==> config.mk <==
export PLATFORM = sky130hd
export DESIGN_NAME = mem_access_stage_flat
export DESIGN_NICKNAME = d
export VERILOG_FILES = /design/src/rtl/mem_access_pkg.sv /design/src/rtl/mem_access_stage_if.sv /design/src/rtl/load_extend.sv /design/src/rtl/mem_access_stage.sv /design/src/flat_wrapper.sv
export SDC_FILE = /design/constraint.sdc
export NUM_CORES = 1
export LEC_CHECK = 0
export ABC_CLOCK_PERIOD_IN_PS = 2000
export BUFFER_PORTS_ARGS = -buffer_cell sky130_fd_sc_hd__clkbuf_2
export CAP_MARGIN = 20
export CORE_MARGIN = 10
export CORE_UTILIZATION = 43
export DETAILED_ROUTE_END_ITERATION = 12
export PLACE_DENSITY = 0.73
export SYNTH_ARGS = -nofsm -noshare
export SYNTH_HDL_FRONTEND = slang
export SYNTH_HIERARCHICAL = 1
export SYNTH_SLANG_ARGS = --single-unit
==> constraint.sdc <==
create_clock -name clk -period 2 [get_ports clk]
set_input_delay 0 -clock clk [delete_from_list [all_inputs] [get_ports clk]]
set_output_delay 0 -clock clk [all_outputs]
set_load 0.1 [all_outputs]
==> src/rtl/mem_access_pkg.sv <==
// rtl/mem_access_pkg.sv - shared constants, types and helpers for the memory-access stage
package mem_access_pkg;

    localparam logic [6:0] OPC_LOAD  = 7'b0000011;
    localparam logic [6:0] OPC_STORE = 7'b0100011;

    localparam logic [2:0] F3_LB  = 3'b000;
    localparam logic [2:0] F3_LH  = 3'b001;
    localparam logic [2:0] F3_LW  = 3'b010;
    localparam logic [2:0] F3_LBU = 3'b100;
    localparam logic [2:0] F3_LHU = 3'b101;
    localparam logic [2:0] F3_SB  = 3'b000;
    localparam logic [2:0] F3_SH  = 3'b001;
    localparam logic [2:0] F3_SW  = 3'b010;

    localparam logic [1:0] FC_NONE     = 2'b00;
    localparam logic [1:0] FC_MISALIGN = 2'b01;
    localparam logic [1:0] FC_ILLEGAL  = 2'b10;
    localparam logic [1:0] FC_TIMEOUT  = 2'b11;

    typedef enum logic {
        IDLE = 1'b0,
        BUSY = 1'b1
    } state_e;

    function automatic logic f3_legal(input logic re, input logic we, input logic [2:0] f3);
        if (re && we) return 1'b0;
        if (re) return (f3 == F3_LB) || (f3 == F3_LH) || (f3 == F3_LW) ||
                       (f3 == F3_LBU) || (f3 == F3_LHU);
        if (we) return (f3 == F3_SB) || (f3 == F3_SH) || (f3 == F3_SW);
        return 1'b0;
    endfunction

    // Size lives in funct3[1:0] for both signed and unsigned loads.
    function automatic logic is_misaligned(input logic [2:0] f3, input logic [1:0] a);
        case (f3[1:0])
            2'b01:   return a[0];
            2'b10:   return a != 2'b00;
            default: return 1'b0;
        endcase
    endfunction

    function automatic logic [31:0] store_wdata(input logic [2:0] f3, input logic [31:0] d);
        case (f3)
            F3_SB:   return {4{d[7:0]}};
            F3_SH:   return {2{d[15:0]}};
            default: return d;
        endcase
    endfunction

    function automatic logic [3:0] store_strobe(input logic [2:0] f3, input logic [1:0] lane);
        case (f3)
            F3_SB:   return 4'b0001 << lane;
            F3_SH:   return 4'b0011 << lane;
            default: return 4'b1111;
        endcase
    endfunction

endpackage

==> src/rtl/mem_access_stage_if.sv <==
// rtl/mem_access_stage_if.sv - data-memory req/ack bus between the stage and memory
interface mem_access_stage_if;
    logic        bus_req;
    logic        bus_we;
    logic [31:0] bus_addr;
    logic [31:0] bus_wdata;
    logic [3:0]  bus_strobe;
    logic        bus_ack;
    logic [31:0] bus_rdata;

    modport master (
        output bus_req, bus_we, bus_addr, bus_wdata, bus_strobe,
        input  bus_ack, bus_rdata
    );

    modport slave (
        input  bus_req, bus_we, bus_addr, bus_wdata, bus_strobe,
        output bus_ack, bus_rdata
    );
endinterface

==> src/rtl/load_extend.sv <==
// rtl/load_extend.sv - load lane selection with sign/zero extension
module load_extend
    import mem_access_pkg::*;
(
    input  logic [2:0]  funct3,
    input  logic [1:0]  addr_lo,
    input  logic [31:0] rdata,
    output logic [31:0] data
);

    logic [7:0]  byte_sel;
    logic [15:0] half_sel;

    always_comb begin
        byte_sel = rdata[8*addr_lo +: 8];
        half_sel = addr_lo[1] ? rdata[31:16] : rdata[15:0];
        case (funct3)
            F3_LB:   data = {{24{byte_sel[7]}}, byte_sel};
            F3_LBU:  data = {24'h0, byte_sel};
            F3_LH:   data = {{16{half_sel[15]}}, half_sel};
            F3_LHU:  data = {16'h0, half_sel};
            default: data = rdata;
        endcase
    end

endmodule

==> src/rtl/mem_access_stage.sv <==
// rtl/mem_access_stage.sv - pipeline memory-access stage driving a req/ack data bus
module mem_access_stage
    import mem_access_pkg::*;
#(
    parameter int TIMEOUT_CYCLES = 16,
    parameter int TO_W           = 5
) (
    input  logic                       clk,
    input  logic                       rst,
    input  logic                       ex_valid,
    input  logic [2:0]                 funct3,
    input  logic                       memory_read_enable,
    input  logic                       memory_write_enable,
    input  logic [31:0]                mem_alu_result,
    input  logic [31:0]                reg2_data,
    mem_access_stage_if.master         bus,
    output logic                       mem_stall,
    output logic                       wb_valid,
    output logic [31:0]                wb_memory_read_data,
    output logic                       mem_fault,
    output logic [1:0]                 fault_cause
);

    state_e      state_q, state_d;
    logic [2:0]  f3_q, f3_d;
    logic [1:0]  lane_q, lane_d;
    logic        we_q, we_d;
    logic [TO_W-1:0] to_cnt_q, to_cnt_d;
    logic        bus_req_q, bus_req_d;
    logic        bus_we_q, bus_we_d;
    logic [31:0] bus_addr_q, bus_addr_d;
    logic [31:0] bus_wdata_q, bus_wdata_d;
    logic [3:0]  bus_strobe_q, bus_strobe_d;
    logic        wb_valid_q, wb_valid_d;
    logic [31:0] wb_data_q, wb_data_d;
    logic        fault_q, fault_d;
    logic [1:0]  cause_q, cause_d;

    logic        mem_op, illegal, misaligned, accept, busy, timeout_hit;
    logic [31:0] ext_data;

    load_extend u_load_extend (
        .funct3  (f3_q),
        .addr_lo (lane_q),
        .rdata   (bus.bus_rdata),
        .data    (ext_data)
    );

    always_comb begin
        busy        = (state_q == BUSY);
        mem_op      = ex_valid & (memory_read_enable | memory_write_enable);
        illegal     = mem_op & ~f3_legal(memory_read_enable, memory_write_enable, funct3);
        misaligned  = mem_op & ~illegal & is_misaligned(funct3, mem_alu_result[1:0]);
        accept      = ~busy & mem_op & ~illegal & ~misaligned;
        timeout_hit = busy & ~bus.bus_ack & (to_cnt_q == TO_W'(TIMEOUT_CYCLES - 1));
        // An aborted access releases upstream in the same cycle, just like an ack.
        mem_stall   = accept | (busy & ~bus.bus_ack & ~timeout_hit);
    end

    always_comb begin
        state_d      = state_q;
        f3_d         = f3_q;
        lane_d       = lane_q;
        we_d         = we_q;
        to_cnt_d     = to_cnt_q;
        bus_req_d    = bus_req_q;
        bus_we_d     = bus_we_q;
        bus_addr_d   = bus_addr_q;
        bus_wdata_d  = bus_wdata_q;
        bus_strobe_d = bus_strobe_q;
        wb_valid_d   = 1'b0;
        wb_data_d    = wb_data_q;
        fault_d      = 1'b0;
        cause_d      = FC_NONE;

        case (state_q)
            IDLE: begin
                if (accept) begin
                    state_d      = BUSY;
                    f3_d         = funct3;
                    lane_d       = mem_alu_result[1:0];
                    we_d         = memory_write_enable;
                    to_cnt_d     = '0;
                    bus_req_d    = 1'b1;
                    bus_we_d     = memory_write_enable;
                    bus_addr_d   = {mem_alu_result[31:2], 2'b00};
                    bus_wdata_d  = memory_write_enable ? store_wdata(funct3, reg2_data) : 32'h0;
                    bus_strobe_d = memory_write_enable ?
                                   store_strobe(funct3, mem_alu_result[1:0]) : 4'b0000;
                end else if (illegal) begin
                    fault_d = 1'b1;
                    cause_d = FC_ILLEGAL;
                end else if (misaligned) begin
                    fault_d = 1'b1;
                    cause_d = FC_MISALIGN;
                end
            end
            BUSY: begin
                if (bus.bus_ack || timeout_hit) begin
                    state_d      = IDLE;
                    bus_req_d    = 1'b0;
                    bus_we_d     = 1'b0;
                    bus_addr_d   = 32'h0;
                    bus_wdata_d  = 32'h0;
                    bus_strobe_d = 4'b0000;
                    to_cnt_d     = '0;
                end
                if (bus.bus_ack) begin
                    wb_valid_d = 1'b1;
                    wb_data_d  = we_q ? 32'h0 : ext_data;
                end else if (timeout_hit) begin
                    fault_d = 1'b1;
                    cause_d = FC_TIMEOUT;
                end else begin
                    to_cnt_d = to_cnt_q + TO_W'(1);
                end
            end
            default: state_d = IDLE;
        endcase
    end

    always_ff @(posedge clk) begin
        if (rst) begin
            state_q      <= IDLE;
            f3_q         <= 3'b000;
            lane_q       <= 2'b00;
            we_q         <= 1'b0;
            to_cnt_q     <= '0;
            bus_req_q    <= 1'b0;
            bus_we_q     <= 1'b0;
            bus_addr_q   <= 32'h0;
            bus_wdata_q  <= 32'h0;
            bus_strobe_q <= 4'b0000;
            wb_valid_q   <= 1'b0;
            wb_data_q    <= 32'h0;
            fault_q      <= 1'b0;
            cause_q      <= FC_NONE;
        end else begin
            state_q      <= state_d;
            f3_q         <= f3_d;
            lane_q       <= lane_d;
            we_q         <= we_d;
            to_cnt_q     <= to_cnt_d;
            bus_req_q    <= bus_req_d;
            bus_we_q     <= bus_we_d;
            bus_addr_q   <= bus_addr_d;
            bus_wdata_q  <= bus_wdata_d;
            bus_strobe_q <= bus_strobe_d;
            wb_valid_q   <= wb_valid_d;
            wb_data_q    <= wb_data_d;
            fault_q      <= fault_d;
            cause_q      <= cause_d;
        end
    end

    assign bus.bus_req          = bus_req_q;
    assign bus.bus_we           = bus_we_q;
    assign bus.bus_addr         = bus_addr_q;
    assign bus.bus_wdata        = bus_wdata_q;
    assign bus.bus_strobe       = bus_strobe_q;
    assign wb_valid             = wb_valid_q;
    assign wb_memory_read_data  = wb_data_q;
    assign mem_fault            = fault_q;
    assign fault_cause          = cause_q;

endmodule

==> src/flat_wrapper.sv <==
// flat-port wrapper written by rule: the top's interface ports become plain ports
module mem_access_stage_flat import mem_access_pkg::*;
#(
    parameter int TIMEOUT_CYCLES = 16,
    parameter int TO_W           = 5
)
  (clk, rst, ex_valid, funct3, memory_read_enable, memory_write_enable, mem_alu_result, reg2_data, mem_stall, wb_valid, wb_memory_read_data, mem_fault, fault_cause, bus_bus_req, bus_bus_we, bus_bus_addr, bus_bus_wdata, bus_bus_strobe, bus_bus_ack, bus_bus_rdata);
  mem_access_stage_if bus_i ();
  input  logic clk;
  input  logic rst;
  input  logic ex_valid;
  input  logic [2:0] funct3;
  input  logic memory_read_enable;
  input  logic memory_write_enable;
  input  logic [31:0] mem_alu_result;
  input  logic [31:0] reg2_data;
  output logic mem_stall;
  output logic wb_valid;
  output logic [31:0] wb_memory_read_data;
  output logic mem_fault;
  output logic [1:0] fault_cause;
  output wire logic [$bits(bus_i.bus_req)-1:0] bus_bus_req;
  output wire logic [$bits(bus_i.bus_we)-1:0] bus_bus_we;
  output wire logic [$bits(bus_i.bus_addr)-1:0] bus_bus_addr;
  output wire logic [$bits(bus_i.bus_wdata)-1:0] bus_bus_wdata;
  output wire logic [$bits(bus_i.bus_strobe)-1:0] bus_bus_strobe;
  input wire logic [$bits(bus_i.bus_ack)-1:0] bus_bus_ack;
  input wire logic [$bits(bus_i.bus_rdata)-1:0] bus_bus_rdata;
  assign bus_bus_req = bus_i.bus_req;
  assign bus_bus_we = bus_i.bus_we;
  assign bus_bus_addr = bus_i.bus_addr;
  assign bus_bus_wdata = bus_i.bus_wdata;
  assign bus_bus_strobe = bus_i.bus_strobe;
  assign bus_i.bus_ack = bus_bus_ack;
  assign bus_i.bus_rdata = bus_bus_rdata;
  mem_access_stage #(.TIMEOUT_CYCLES(TIMEOUT_CYCLES), .TO_W(TO_W)) u_core (.clk(clk), .rst(rst), .ex_valid(ex_valid), .funct3(funct3), .memory_read_enable(memory_read_enable), .memory_write_enable(memory_write_enable), .mem_alu_result(mem_alu_result), .reg2_data(reg2_data), .bus(bus_i), .mem_stall(mem_stall), .wb_valid(wb_valid), .wb_memory_read_data(wb_memory_read_data), .mem_fault(mem_fault), .fault_cause(fault_cause));
endmodule
==> tab_implementation.tex <==
\begin{tabular}{lr}
\hline
Metric & Value \\
\hline
\multicolumn{2}{l}{\textbf{Status}} \\
\quad Result of the run & completed \\
\multicolumn{2}{l}{\textbf{Logic synthesis}} \\
\quad Cell area after technology mapping & 5046 um\^{}2 \\
\quad Post-synthesis async set-or-reset flop share & 0\% \\
\quad Synth warnings & 6 \\
\quad EDFF count, synth & 0 \\
\quad Instance count of the mapped netlist & 482 \\
\quad Post-synthesis sequential area ratio & 46.02\% \\
\quad Post-synth top area share & 46.02\% \\
\quad Area contributors post-synth & sky130\_fd\_sc\_hd\_\_dfxtp\_1, sky130\_fd\_sc\_hd\_\_a22o\_1, sky130\_fd\_sc\_hd\_\_a2bb2oi\_2 \\
\quad Count of different cell masters after synthesis & 58 \\
\quad Cell accounting for the most synthesized area & sky130\_fd\_sc\_hd\_\_dfxtp\_1 \\
\quad Dominant register cell in the synthesized netlist & sky130\_fd\_sc\_hd\_\_dfxtp\_1 \\
\quad Average footprint of a synthesized cell & 10.47 um\^{}2 \\
\quad Synthesized flop and latch total & 116 \\
\multicolumn{2}{l}{\textbf{STA}} \\
\quad Setup WS post-layout & 70.69 ps \\
\quad Slew @ Worst Pin & 579.5 ps \\
\quad Worst slew margin relative to its limit & 61.37\% \\
\quad Clock tree skew after final layout & 6.717 ps \\
\quad Min Clock Period, post-route & 1929 ps \\
\quad Max-slew violation total from the final report & 0 \\
\quad Final Hold Fails & 0 \\
\quad Maximum frequency from static timing analysis & 518.3 MHz \\
\quad Setup violations, final & 0 \\
\quad Fraction of the cycle the final worst path needs & 96.47\% \\
\multicolumn{2}{l}{\textbf{Drt}} \\
\quad Total number of vias & 5649 \\
\quad Remaining antenna violation count after routing & 0 \\
\quad Via-to-Cell Ratio & 5.897 \\
\quad Number of design rule violations left after detail routing & 0 \\
\quad Overall routed net length & 20.67 mm \\
\quad Drt initial violations & 554 \\
\quad Wirelength per Cell & 21.58 um \\
\quad Number of detailed-route iterations in the first pass & 5 \\
\multicolumn{2}{l}{\textbf{Clock tree}} \\
\quad Deepest clock path buffer count & 2 \\
\quad Total clock buffers created by CTS & 17 \\
\quad Level count of the clock H-tree & 4 \\
\quad Clock Root Buffer & sky130\_fd\_sc\_hd\_\_clkbuf\_16 \\
\quad Insertion delay of the later-clocked pin in the worst-skew pair & 410 ps \\
\quad Sink Count & 116 \\
\quad CTS tree & yes \\
\quad Worst-path clk slew & 50 ps \\
\multicolumn{2}{l}{\textbf{Final layout}} \\
\quad Most frequent cells in the layout & sky130\_fd\_sc\_hd\_\_clkbuf\_2, sky130\_fd\_sc\_hd\_\_dfxtp\_1, sky130\_fd\_sc\_hd\_\_dlygate4sd3\_1, sky130\_fd\_sc\_hd\_\_a22o\_1, sky130\_fd\_sc\_hd\_\_buf\_4 \\
\quad Number of inserted filler cells in the final layout & 772 \\
\quad Core occupancy in the finished layout & 69.47\% \\
\quad Fraction of final layout cells with drive strength greater than 1 & 39.23\% \\
\quad Finished Cell Area & 7966 um\^{}2 \\
\quad Final nets & 907 \\
\quad Most frequent standard cell in the layout excluding fill and tap cells & sky130\_fd\_sc\_hd\_\_clkbuf\_2 \\
\quad Final cell count without fillers & 958 \\
\quad Area growth from synthesis to layout & 57.87\% \\
\multicolumn{2}{l}{\textbf{Die}} \\
\quad Overall die height & 128.3 um \\
\quad Num ports & 212 \\
\quad Standard cell core area & 11470 um\^{}2 \\
\quad Total Die Area & 16470 um\^{}2 \\
\quad Starting utilization of the core area & 44.00\% \\
\quad Num rows & 39 \\
\quad X dimension of the die & 128.3 um \\
\multicolumn{2}{l}{\textbf{GRT}} \\
\quad GRT Total Usage & 23.56\% \\
\quad Largest net degree at the start of global routing & 33 \\
\quad Antenna violations before repair & 4 \\
\quad Leftover overflow at the end of global routing & 0 \\
\quad Via count of the first global-routing pass & 5848 \\
\quad Wire length of the first global-routing pass & 30.98 mm \\
\multicolumn{2}{l}{\textbf{Hold path}} \\
\quad Class of the worst hold path & input port to register \\
\quad Worst hold path stage count & 3 \\
\quad Worst-case hold path end point & u\_core/wb\_memory\_read\_data[21]\$\_SDFFE\_PP0P\_ \\
\quad Hold path startpoint & bus\_bus\_rdata[21] \\
\multicolumn{2}{l}{\textbf{Setup path}} \\
\quad Number of cells on the worst reg-to-reg path & 5 \\
\quad Worst endpoint required time & 2000 ps \\
\quad Register-to-register path setup slack & 90 ps \\
\quad Peak fanout along the critical path & 8 \\
\quad Category of the most critical setup path & register to output pin \\
\quad Launch instance of the worst register-to-register path & u\_core/lane\_q[0]\$\_SDFFE\_PP0P\_ \\
\quad Worst reg2reg path endpoint & u\_core/wb\_memory\_read\_data[27]\$\_SDFFE\_PP0P\_ \\
\quad Critical path endpoint category & output pin \\
\quad Crit path DAT & 1930 ps \\
\quad Crit path launch type & register \\
\multicolumn{2}{l}{\textbf{Placement}} \\
\quad Cell area reported after detailed placement & 6361 um\^{}2 \\
\quad Post-placement setup slack & -1.828 ps \\
\quad Global placement routability congestion & 0.8976 \\
\quad Port-buffer cells & 209 \\
\quad Total placed cells including tap cells & 826 \\
\quad HPWL after detailed placement & 12.84 mm \\
\multicolumn{2}{l}{\textbf{Pwr}} \\
\quad Power density over the cells & 837.1 nW/um\^{}2 \\
\quad Cell leakage power & 3.625 nW \\
\quad Worst IR drop on VDD & 714.0 uV \\
\multicolumn{2}{l}{\textbf{Run}} \\
\quad Reported max-cap violation count & 0 \\
\hline
\end{tabular}
-- worst max-delay path, stage by stage, from the launching register on --
cell	delay, ps
sky130_fd_sc_hd__dfxtp_1	310
sky130_fd_sc_hd__nor2b_1	230
sky130_fd_sc_hd__o2111a_2	380
sky130_fd_sc_hd__nand2_1	260
sky130_fd_sc_hd__nand2_4	150
sky130_fd_sc_hd__buf_12	180
-- registers in the layout (all words and copies together) (netlist names), 2 cells and up --
| name | cells |
|---|---|
| u_core/to_cnt_q | 5 |
| u_core/lane_q | 2 |
| u_core/f3_q | 3 |
| u_core/bus.bus_addr | 30 |
| u_core/bus.bus_wdata | 32 |
| u_core/bus.bus_strobe | 4 |
| u_core/fault_cause | 2 |
| u_core/wb_memory_read_data | 32 |
-- how the worst max path moves through the flow --
stage                                         start                                   end  slack [ps]  cells after the start
finish                       u_core/busy$_SDFF_PP0_                             mem_stall          70                      5
global route        u_core/to_cnt_q[0]$_SDFFE_PP0P_  u_core/bus.bus_addr[14]$_SDFFE_PP0P_         -20                      9
CTS                 u_core/to_cnt_q[0]$_SDFFE_PP0P_                             mem_stall           4                      7
detailed placement  u_core/to_cnt_q[1]$_SDFFE_PP0P_  u_core/bus.bus_addr[18]$_SDFFE_PP0P_          -2                      8
global placement    u_core/to_cnt_q[1]$_SDFFE_PP0P_  u_core/bus.bus_wdata[5]$_SDFFE_PP0P_          70                      8
floorplan           u_core/to_cnt_q[0]$_SDFFE_PP0P_                             mem_stall           9                      6
-- metal layers --
| layer | global-route usage (%) | share of wire, % | vias up |
|---|---|---|---|
| met4 | 17.62 | 6.7 | 0 |
| met3 | 7.105 | 7.7 | 110 |
| met2 | 38.62 | 50 | 357 |
| met5 | 0 | 0 | - |
| li1 | - | - | 2503 |
| met1 | 25.22 | 36 | 2679 |
-- area by class of cell --
cell class	count	area, um^2	share of cell area [%]
Multi-Input combinational cell	315	2526	31.71
Timing Repair Buffer	338	2333	29.29
Sequential cell	116	2325	29.18
Clock buffer	21	470.5	5.905
Tap cell	143	178.9	2.246
Clock inverter	9	81.33	1.021
Inverter	9	33.78	0.4241
Antenna cell	7	17.52	0.2199
-- cell usage after synthesis, types with 7 or more instances --
master and number:
sky130_fd_sc_hd__mux2i_1 14, sky130_fd_sc_hd__a2bb2oi_2 14, sky130_fd_sc_hd__buf_2 9, sky130_fd_sc_hd__nor2b_1 14, sky130_fd_sc_hd__nand2_1 22, sky130_fd_sc_hd__o2bb2ai_1 14, sky130_fd_sc_hd__inv_1 8, sky130_fd_sc_hd__dfxtp_1 116
sky130_fd_sc_hd__buf_4 9, sky130_fd_sc_hd__a21oi_1 19, sky130_fd_sc_hd__nor2_1 10, sky130_fd_sc_hd__clkbuf_1 20, sky130_fd_sc_hd__o21ai_0 23, sky130_fd_sc_hd__a22o_1 83, sky130_fd_sc_hd__nand3_1 7, sky130_fd_sc_hd__a22oi_1 16
-- per-stage QoR --
stage               hold slack [ps]  power, mW  TNS, ps
floorplan                     125.5      3.319        0
global placement              216.4      3.631        0
detailed placement            223.5      3.650   -1.828
CTS                          0.4065      6.611        0
global route                  13.62      6.879   -20.78
finish                        9.669      6.669        0
-- report_power, final --
group,internal [mW],switching [mW],total (mW)
Clock,1.78,1.05,2.83
Sequential,2.38,0.0460,2.42
Combinational,0.503,0.907,1.41
Total,4.66,2.01,6.67
-- kinds of logic after synthesis --
kind of cell,Yosys count,share of synthesized area [%]
compound gates,212,35.21
fa+ha+maj,5,1.240
other cells,1,0.07431
buf+inv,52,5.355
flops,116,46.02
simple gates,77,8.133
mux,19,3.967
-- what timing repair did --
action                     CTS  global route
setup endpoints to repair   22            67
gates resized for setup     10             4
hold endpoints to repair    90             0
setup buffers                2             1
hold buffers                91             0
pin swaps                    2             1
cloned                       0             2
No activity file was read; power rests on OpenSTA's default activity.
